`config.mk`:
```
export PLATFORM = sky130hd
export DESIGN_NAME = led_scan_sequencer
export DESIGN_NICKNAME = d
export VERILOG_FILES = /design/src/rtl/led_scan_sequencer.sv
export SDC_FILE = /design/constraint.sdc
export NUM_CORES = 1
export LEC_CHECK = 0
export CAP_MARGIN = 25
export CORE_AREA = 2 2 96 98
export DETAILED_ROUTE_END_ITERATION = 8
export DIE_AREA = 0 0 98 100
export HOLD_SLACK_MARGIN = 0.08
export PLACE_DENSITY = 0.83
export SLEW_MARGIN = 20
export SYNTH_ARGS = -nofsm -noshare
export SYNTH_HDL_FRONTEND = slang
export SYNTH_SLANG_ARGS = --single-unit
export TNS_END_PERCENT = 5
```
`constraint.sdc`:
```
create_clock -name clk -period 2.7 [get_ports clk]
set_clock_uncertainty 0.2 [all_clocks]
set_input_delay 0.27 -clock clk [delete_from_list [all_inputs] [get_ports clk]]
set_output_delay 0.27 -clock clk [all_outputs]
set_load 0.02 [all_outputs]
```
`src/rtl/led_scan_sequencer.sv`:
```
// led_scan_sequencer: drives a bank of PWM fader channels with a scanning lit position.
// Steps the position every step_period cycles in wrap-up, bounce, wrap-down or hold mode.
// Brightness arrives through a one-entry shadow register and is applied only on step
// boundaries, so the shared width never changes mid-step.
// Optional macro LED_GAMMA_EN: square-law gamma on the applied brightness, one cycle later.

module led_scan_sequencer #(
   parameter int unsigned NUM_LEDS = 8,
   parameter int unsigned POS_W    = 5
) (
   input  logic                clk,
   input  logic                RESET_N,
   input  logic                enable,
   input  logic [1:0]          mode,
   input  logic [23:0]         step_period,
   input  logic                cfg_valid,
   input  logic [7:0]          cfg_brightness,
   output logic                cfg_ready,
   output logic [NUM_LEDS-1:0] selected,
   output logic [7:0]          pwm_width_full,
   output logic [POS_W-1:0]    position,
   output logic                busy,
   output logic                sweep_done
);

   localparam logic [POS_W-1:0] POS_MAX = POS_W'(NUM_LEDS - 1);
   localparam logic [1:0] MODE_UP     = 2'b00;
   localparam logic [1:0] MODE_BOUNCE = 2'b01;
   localparam logic [1:0] MODE_DOWN   = 2'b10;

   typedef enum logic [1:0] {ST_IDLE, ST_RUN, ST_STOPPING} state_e;

   state_e              state_q, state_d;
   logic [POS_W-1:0]    pos_q, pos_d;
   logic                dir_q, dir_d;
   logic [23:0]         presc_q, presc_d;
   logic [NUM_LEDS-1:0] sel_q, sel_d;
   logic                busy_q, busy_d;
   logic                sweep_q, sweep_d;
   logic [7:0]          shadow_q, shadow_d;
   logic                full_q, full_d;
   logic                ready_q, ready_d;
   logic [7:0]          bright_q, bright_d;

   logic [23:0]         period_eff_c;
   logic                tick_c;
   logic                xfer_c;
   logic                apply_c;
   logic [POS_W-1:0]    next_pos_c;
   logic                next_dir_c;
   logic                low_end_c;

   // Terminal-count compare also catches a step_period that shrank below the count
   always_comb begin
      period_eff_c = (step_period == 24'd0) ? 24'd1 : step_period;
      tick_c       = (state_q != ST_IDLE) && (presc_q >= (period_eff_c - 24'd1));
   end

   // Next position, direction and low-end event for a step in the current mode
   always_comb begin
      next_pos_c = pos_q;
      next_dir_c = dir_q;
      low_end_c  = 1'b0;
      case (mode)
         MODE_UP: begin
            if (pos_q == POS_MAX) begin
               next_pos_c = '0;
               low_end_c  = 1'b1;
            end else begin
               next_pos_c = pos_q + POS_W'(1);
            end
         end
         MODE_DOWN: begin
            if (pos_q == '0) begin
               next_pos_c = POS_MAX;
               low_end_c  = 1'b1;
            end else begin
               next_pos_c = pos_q - POS_W'(1);
            end
         end
         MODE_BOUNCE: begin
            if (NUM_LEDS == 1) begin
               next_pos_c = '0;
               low_end_c  = 1'b1;
            end else if (dir_q) begin
               if (pos_q == POS_MAX) begin
                  next_dir_c = 1'b0;
                  next_pos_c = pos_q - POS_W'(1);
               end else begin
                  next_pos_c = pos_q + POS_W'(1);
               end
            end else begin
               if (pos_q == '0) begin
                  next_dir_c = 1'b1;
                  next_pos_c = pos_q + POS_W'(1);
               end else begin
                  next_pos_c = pos_q - POS_W'(1);
                  low_end_c  = (pos_q == POS_W'(1));
               end
            end
         end
         default: next_pos_c = pos_q;
      endcase
   end

   // Scan FSM, prescaler and config shadow next-state logic
   always_comb begin
      state_d  = state_q;
      pos_d    = pos_q;
      dir_d    = dir_q;
      presc_d  = presc_q;
      sweep_d  = 1'b0;
      shadow_d = shadow_q;
      full_d   = full_q;
      bright_d = bright_q;

      case (state_q)
         ST_IDLE: begin
            if (enable) begin
               state_d = ST_RUN;
               presc_d = '0;
               pos_d   = (mode == MODE_DOWN) ? POS_MAX : '0;
               dir_d   = 1'b1;
            end
         end
         ST_RUN: begin
            presc_d = tick_c ? 24'd0 : presc_q + 24'd1;
            if (!enable) begin
               state_d = ST_STOPPING;
            end else if (tick_c) begin
               pos_d   = next_pos_c;
               dir_d   = next_dir_c;
               sweep_d = low_end_c;
            end
         end
         ST_STOPPING: begin
            presc_d = tick_c ? 24'd0 : presc_q + 24'd1;
            if (enable) begin
               state_d = ST_RUN;
            end else if (tick_c) begin
               state_d = ST_IDLE;
               pos_d   = '0;
            end
         end
         default: begin
            state_d = ST_IDLE;
            pos_d   = '0;
            presc_d = '0;
         end
      endcase

      xfer_c  = cfg_valid && ready_q;
      apply_c = full_q && ((state_q == ST_IDLE) || tick_c);
      if (apply_c) begin
         bright_d = shadow_q;
         full_d   = 1'b0;
      end
      if (xfer_c) begin
         shadow_d = cfg_brightness;
         full_d   = 1'b1;
      end
      ready_d = !full_d;

      busy_d = (state_d != ST_IDLE);
      sel_d  = busy_d ? (NUM_LEDS'(1) << pos_d) : '0;
   end

   // State and output registers
   always_ff @(posedge clk or negedge RESET_N) begin
      if (!RESET_N) begin
         state_q  <= ST_IDLE;
         pos_q    <= '0;
         dir_q    <= 1'b1;
         presc_q  <= '0;
         sel_q    <= '0;
         busy_q   <= 1'b0;
         sweep_q  <= 1'b0;
         shadow_q <= '0;
         full_q   <= 1'b0;
         ready_q  <= 1'b1;
         bright_q <= 8'hFF;
      end else begin
         state_q  <= state_d;
         pos_q    <= pos_d;
         dir_q    <= dir_d;
         presc_q  <= presc_d;
         sel_q    <= sel_d;
         busy_q   <= busy_d;
         sweep_q  <= sweep_d;
         shadow_q <= shadow_d;
         full_q   <= full_d;
         ready_q  <= ready_d;
         bright_q <= bright_d;
      end
   end

`ifdef LED_GAMMA_EN
   logic [15:0] sq_c;
   logic [7:0]  pwm_q, pwm_d;

   // Square-law gamma of the applied brightness
   always_comb begin
      sq_c  = 16'(bright_q) * 16'(bright_q);
      pwm_d = sq_c[15:8];
   end

   // Gamma output register
   always_ff @(posedge clk or negedge RESET_N) begin
      if (!RESET_N) pwm_q <= 8'hFE;
      else          pwm_q <= pwm_d;
   end

   assign pwm_width_full = pwm_q;
`else
   assign pwm_width_full = bright_q;
`endif

   assign cfg_ready  = ready_q;
   assign selected   = sel_q;
   assign position   = pos_q;
   assign busy       = busy_q;
   assign sweep_done = sweep_q;

endmodule

```
==> out/qor.yml <==
status: "complete, but fails checks"
violations: "setup timing"
antenna_cells: 0
setup_viol_count_final: 52
place_ws_ps: -2840
place.gp.congestion: 0.955
critPathMaxFanout: 5
vdd_ir_drop_max_uv: 329
grt_use_total_pct: 24.8
endpoint_kind: "flop"
rsz0062_at_grt: "yes"
drv_cap: 0
nets: 722
grt_pass1_wl_mm: 19.8
hold_class: "in2async"
drtAntennaViolNets: 0
fin_crit_ps: 4990
syn-num-nets: 536
overflow: 0
clock.fmax_mhz: 200
power_leakage_nw: 2.82
synth_edf_count: 0
clock_sinks: 60
ys_types: 66
drive_gt1_share_pct: 33.1
worstMarginPinSlew_ps: 648
ys_seq_area_share_pct: 35.7
vias: 4349
p_per_area_nw_per_um2: 754
synth_seq_cells: 60
dr.pass1.iters: 5
cp.required_ps: 2750
syn_area_um2: 4240
drt-vias-per-instance: 5.67
drc_errors: 0
critical_path_class: "in2reg"
grt_start_max_net_pins: 31
slew_violations: 0
cts_buffers: 9
tritoncts: "yes"
coreArea_um2: 8890
layout_setup_ws_ps: -2290
cp.arrival_ps: 5040
die_x_um: 98
grt_pass1_vias: 4312
htreeDepth: 3
die_area_um2: 9800
synth_ff_type: "dfrtp_1"
die_h_um: 100
rows: 35
hold_viol: 0
clock_path_buffers: 2
fin_crit_sh_pct: 185
ys_async_sr_fraction_pct: 100
antenna_found_initial: 0
start_kind: "input port"
maxSlewHeadroom_pct: 56.8
start_util_pct: 47.6
wire_per_inst_um: 16.1
synth_area_per_cell_um2: 9.11
worst_skew_pair.late_latency_ps: 350
area.growth.synth_to_final_pct: 48.7
initialDrtViolationCount: 175
setup-tns-final_ps: -103290
utilization_pct: 70.8
ios: 62
cts.clk_slew.worst_paths_ps: 80
wl_mm: 12.4
yosysWarnings: 0
port_buffers: 61
synth_cells: 465
dp_hpwl_mm: 9.30
whs_ps: 279
cts_root_buf: "clkbuf_8"
area by class of cell:
cell class,instances,area (um2)
Sequential cell,60,1510
Tap cell,111,139
Inverter,23,86.3
Multi-Input combinational cell,369,2780
Timing Repair Buffer,188,1560
Clock buffer,10,128
Clock inverter,6,88.8
Fill cell,658,2590
cells in the final DEF (no fill, tap or decap), types with 4 or more instances in the layout:
cell	instances
a21oi_1	20
nor3_1	13
xor2_1	18
xnor2_1	14
buf_4	125
nor2_1	37
mux2_2	16
inv_1	23
o211ai_1	4
clkbuf_8	9
dfstp_2	10
o31ai_1	9
dfrtp_1	50
nand3b_1	4
a31oi_1	6
nand2_1	37
nand3_1	25
and3_1	10
ha_1	32
clkdlybuf4s50_1	56
nand4_1	8
o21ai_0	23
o22ai_1	5
nor4_1	6
worst max-delay path: stages:
cell      delay (ps)
buf_6             90
or4_4            540
nor4_4           170
or3b_4           430
nor3_4           140
nand3b_1         160
nor2_2           170
nor2_2            70
ha_2             190
nand2_2           90
nor2_4            60
and2_4           130
nand3b_1          90
xor2_1            80
ha_1             300
nand4_1          170
nor4_4           340
nand4_1          170
o21ba_4          300
o31ai_4          100
a221oi_4         390
o211ai_1         260
nor4b_2          300
flip-flops by register name (all words and copies together) (netlist names):
signal / count
state_q: 2
presc_q: 24
position: 5
selected: 8
cfg_ready: 1
pwm_width_full: 8
shadow_q: 8
sweep_done: 1
full_q: 1
dir_q: 1
busy: 1
what timing repair did:
| action | in CTS | in global routing |
|---|---|---|
| endpoints found under the hold margin | 20 | 0 |
| setup buffers | 8 | 4 |
| resized for setup | 28 | 19 |
| setup endpoints to repair | 52 | 52 |
| hold buffers | 1 | 0 |
| pin swaps | 20 | 20 |
through the flow:
stage	total power, mW	instance area (um2)	cells
6_report	4.74	6300	767
5_1_grt	5.01	6300	767
4_1_cts	4.63	6150	763
3_5_place_dp	3.70	5810	738
3_3_place_gp	3.60	5810	738
2_1_floorplan	2.60	4270	465
per-layer routing:
metal | part of all wire (%) | GRT usage, % | vias up
met5 | 0 | 0 | -
met1 | 41 | 28.2 | 2111
met2 | 52 | 46.0 | 138
met3 | 4.4 | 4.39 | 28
met4 | 2.8 | 10.3 | 0
li1 | - | - | 2072
kinds of logic after synthesis:
group,synth area share [%]
buffers and inverters,3.28
muxes,4.49
xor gates and xnor gates,6.82
adders and majority gates,9.75
DFF,35.7
and+or+nand+nor,23.8
AOI/OAI and AO/OA,16.1
final timing paths:
kind | from | end | slack, ps | depth (start not counted)
worst max-delay path | step_period[14] | selected[7] | -2290 | 23
worst min-delay path | RESET_N | full_q | 280 | 2
worst max register to register | presc_q[18] | selected[7] | -390 | 9
worst min register to register | shadow_q[6] | shadow_q[6] | 300 | 1
max in group asynchronous | RESET_N | dir_q | 1270 | 3
min in group clk | shadow_q[6] | shadow_q[6] | 300 | 1
report_power, final:
group | leakage (nW) | switching, mW | internal [mW] | total, mW
Combinational | 1.94 | 1.31 | 1.22 | 2.53
Clock | 0.102 | 0.375 | 0.519 | 0.895
Sequential | 0.771 | 0.141 | 1.18 | 1.32
Total | 2.82 | 1.83 | 2.92 | 4.74
cells in the mapped netlist, types with 4 or more instances:
library cell   n  area share [%]
mux2_2        16             4.3
o21ai_0       25             3.0
a31oi_1        6            0.89
o31ai_1        9             1.6
clkbuf_1      10            0.89
nand4_1        8             1.2
dfrtp_1       50              30
o211ai_1       4            0.71
nand3b_1       4            0.71
nor3_1        14             1.7
and3_1        11             1.6
nand2_1       39             3.5
a21oi_1       21             2.5
xnor2_1       15             3.1
xor2_1        18             3.7
ha_1          33             9.7
nor2_1        41             3.6
dfstp_2       10             6.2
nand3_1       26             3.1
and2_1         4            0.59
nor4_1         9             1.3
inv_1         23             2.0
o22ai_1        5            0.74
Note: power is estimated with default switching activity, not from simulation.
==> RTL change 1, RTL diff (config.mk and constraints unchanged) <==
Change the parameter `NUM_LEDS` from 8 to 16.
--- a/src/rtl/led_scan_sequencer.sv
+++ b/src/rtl/led_scan_sequencer.sv
@@ -5,7 +5,7 @@
 // Optional macro LED_GAMMA_EN: square-law gamma on the applied brightness, one cycle later.
 
 module led_scan_sequencer #(
-   parameter int unsigned NUM_LEDS = 8,
+   parameter int unsigned NUM_LEDS = 16,
    parameter int unsigned POS_W    = 5
 ) (
    input  logic                clk,
Ports: changed (resized selected); port bits go from 62 to 70. No check against the original RTL was run, so the function may have changed too.
==> RTL change 1 against the original RTL <==
- the flow still finishes with violations (setup timing)
- wire length up 23%
- sequential cell count grew 8
- cell area increased by 10%
- total power rose by 12%
- setup slack better by 0.62 ns
- synthesized area is 9.9% higher
- fmax is 14% higher
- first-iteration DRC count is 31% higher
- critical endpoint is now selected[1]
- highest routed layer unchanged
==> RTL change 1: results (changes against the original RTL) <==
failing checks=setup timing; Synth top cells by count=dfrtp_1 (58), nand2_1 (50), ha_1 (35), nor2_1 (34), nand3_1 (29); total power=5340 uW (+12%); DR pass1 iterations=7 (+2); Non-clock buffer share=0.231 (-0.0169); met2 WL post-DR=7.81 mm (+21%); Final setup viols=60 (+15%); met1 Resource Use GR=0.321 (+0.0390); GP Congestion=0.898 (-6.0%); fin cells=810 (+5.6%); length of routed wiring on met1=5.58 mm (+11%); Post-Synth XOR/XNOR Area=0.0489 (-0.0193); GRT met3 Usage=0.0494 (+0.00557); P_int=3190 uW (+9.3%); vias in the first global route=4961 (+15%); outcome=finished, violations left; crit-path max FO=8 (+3); WL/cell=18.7 um (+16%); P_seq=1450 uW (+9.8%); Signal buffers=194 (+3.2%); clock-cell share of area=0.0335 (-0.000878); Slew HR=0.597 (+0.0292); slack of the critical path=-1.68 ns (+0.617 ns); layout cell share with drive strength beyond 1=0.358 (+0.0269); Worst Path Arrival=4.44 ns (-0.60 ns); multi-input gates=402 (+8.9%); synth unique cells=68 (+3.0%)
==> RTL change 1: per-stage QoR <==
stage	area [um^2]	utilization	setup TNS (ns)
2_1_floorplan	4730	-	-82.73
3_3_place_gp	6280	0.707	-119.24
3_5_place_dp	6280	0.707	-128.25
4_1_cts	6730	0.757	-74.57
5_1_grt	6950	0.781	-98.33
6_report	6950	0.781	-89.03
==> RTL change 1: worst paths after layout <==
kind | startpoint | slack (ns) | cells past startpoint | end
max in group asynchronous | RESET_N | 1.35 | 3 | cfg_ready
hold reg to reg | shadow_q[1] | 0.30 | 1 | pwm_width_full[1]
setup / recovery | step_period[19] | -1.68 | 22 | selected[1]
setup reg to reg | presc_q[1] | -0.57 | 10 | selected[14]
hold / removal | RESET_N | 0.25 | 2 | presc_q[11]
min in group clk | shadow_q[1] | 0.30 | 1 | pwm_width_full[1]
==> RTL change 2, RTL diff (same settings) <==
Made on the original files. Put one more register stage on the output `pwm_width_full`, with the module's reset. The value now appears one clock later. The other outputs are not delayed to match.
--- a/src/rtl/led_scan_sequencer.sv
+++ b/src/rtl/led_scan_sequencer.sv
@@ -212,7 +212,13 @@
 
    assign pwm_width_full = pwm_q;
 `else
-   assign pwm_width_full = bright_q;
+   always_ff @(posedge clk or negedge RESET_N) begin
+      if (!RESET_N) begin
+         pwm_width_full <= '0;
+      end else begin
+         pwm_width_full <= bright_q;
+      end
+   end
 `endif
 
    assign cfg_ready  = ready_q;
Formal check against the unedited RTL: not equivalent (a bounded check fails within 4 cycles, from zero or initial values and one cycle with RESET_N low).
==> RTL change 2 against the original RTL <==
- the run still ends with setup timing left
- combinational power rose by 2%
- synthesized cell count up 1.7%
- worst hold slack lost 0.075 ns
- wire length is 6.6% higher
- synthesized area is 7.0% higher
- sequential share of layout area grew 1.7 points
- clock power decreased by 3.9%
- setup slack improved by 0.57 ns
- register-to-register slack lost 0.08 ns
- total power increased by 5.0%
- cell area grew 5.9%
- sequential cell count grew 8
==> RTL change 2: results (changes against the original RTL) <==
outcome=finished, violations left; failing checks=setup timing; multi-input gates=374 (+1.4%); Clock Buffer Count=9 (-1); vias per inst=5.75 (+1.4%); WL/cell=17.2 um (+6.6%); crit-path max FO=7 (+2); Critical Path Source=step_period[11]; Crit path largest cell delay=0.56 ns (+0.02 ns); met2 Track Usage GR=0.467 (+0.00685); Leakage=0.00288 uW (+2.1%); first-pass GRT wire length=21.0 mm (+6.0%); Synth Net Count=544 (+1.5%); RR Startpoint=presc_q[23]; Synth Area in Adders=0.0911 (-0.00635); Crit-path slowest cell=or4_4; cell count of the worst reg-to-reg path=11 (+2); Starting DRT DRC Count=181 (+3.4%); slack of the critical path=-1.73 ns (+0.567 ns); Worst R2R End=selected[3]; vias in the first global route=4503 (+4.4%); Mapped Cells=473 (+1.7%); initial antenna violation count=0 (unchanged); multi-input combinational area share=0.452 (+0.0111); Post-Synth XOR/XNOR Area=0.0522 (-0.0160); synth unique cells=68 (+3.0%); met2 WL post-DR=6.97 mm (+8.5%); Synth top cells by count=dfrtp_1 (58), nand2_1 (46), nor2_1 (43), ha_1 (33), a21oi_1 (26); Post-DP Area=0.00597 mm^2 (+2.8%); GRT met3 Usage=0.0550 (+0.0111); Seq/Total Area, Yosys=0.378 (+0.0209); Non-clock buffer share=0.230 (-0.0181); multiplexer area fraction after synthesis=0.0486 (+0.00370); layout cell share with drive strength beyond 1=0.367 (+0.0366); Worst Path Arrival=4.50 ns (-0.54 ns); worst hold path class=register to register; length of routed wiring on met1=5.39 mm (+7.1%); inverters=16 (-30%); r2r setup slk=-0.47 ns (-0.08 ns); met1 Resource Use GR=0.320 (+0.0375); Final setup viols=52 (unchanged); post-CTS sizing=66 (+140%); Filler cells=581 (-12%); WL met3=606 um (+11%); Slew HR=0.585 (+0.0172); Signal buffers=182 (-3.2%); Cells after DPL=725 (-1.8%); Synth Area in Compound Gates=0.176 (+0.0155); sequential share of cell area=0.257 (+0.0166); clock-cell share of area=0.0308 (-0.00360); largest net degree at the start of global routing=30 (-3.2%)
==> RTL change 2: how the worst max path moves through the flow <==
stage,endpoint,slack (ns),cells past startpoint
after floorplan,selected[1],-1.38,18
after global placement,selected[1],-1.99,20
after detailed placement,selected[1],-2.31,19
after CTS,selected[1],-1.46,19
after global routing,selected[3],-1.88,19
final,selected[3],-1.73,18
==> RTL change 2: through the flow <==
step | util | total power [uW] | setup WS [ns] | hold slack, ns
6_report | 0.750 | 4980 | -1.73 | 0.203
5_1_grt | 0.750 | 5290 | -1.88 | 0.210
4_1_cts | 0.720 | 4810 | -1.46 | 0.204
3_5_place_dp | 0.672 | 3690 | -2.31 | 0.112
3_3_place_gp | 0.672 | 3610 | -1.99 | 0.0915
2_1_floorplan | - | 2860 | -1.38 | -0.226
==> RTL change 2: power by group <==
group	total (uW)	switching [uW]	internal, uW
Sequential	1540	183	1350
Combinational	2580	1320	1270
Clock	860	422	439
Total	4980	1920	3060
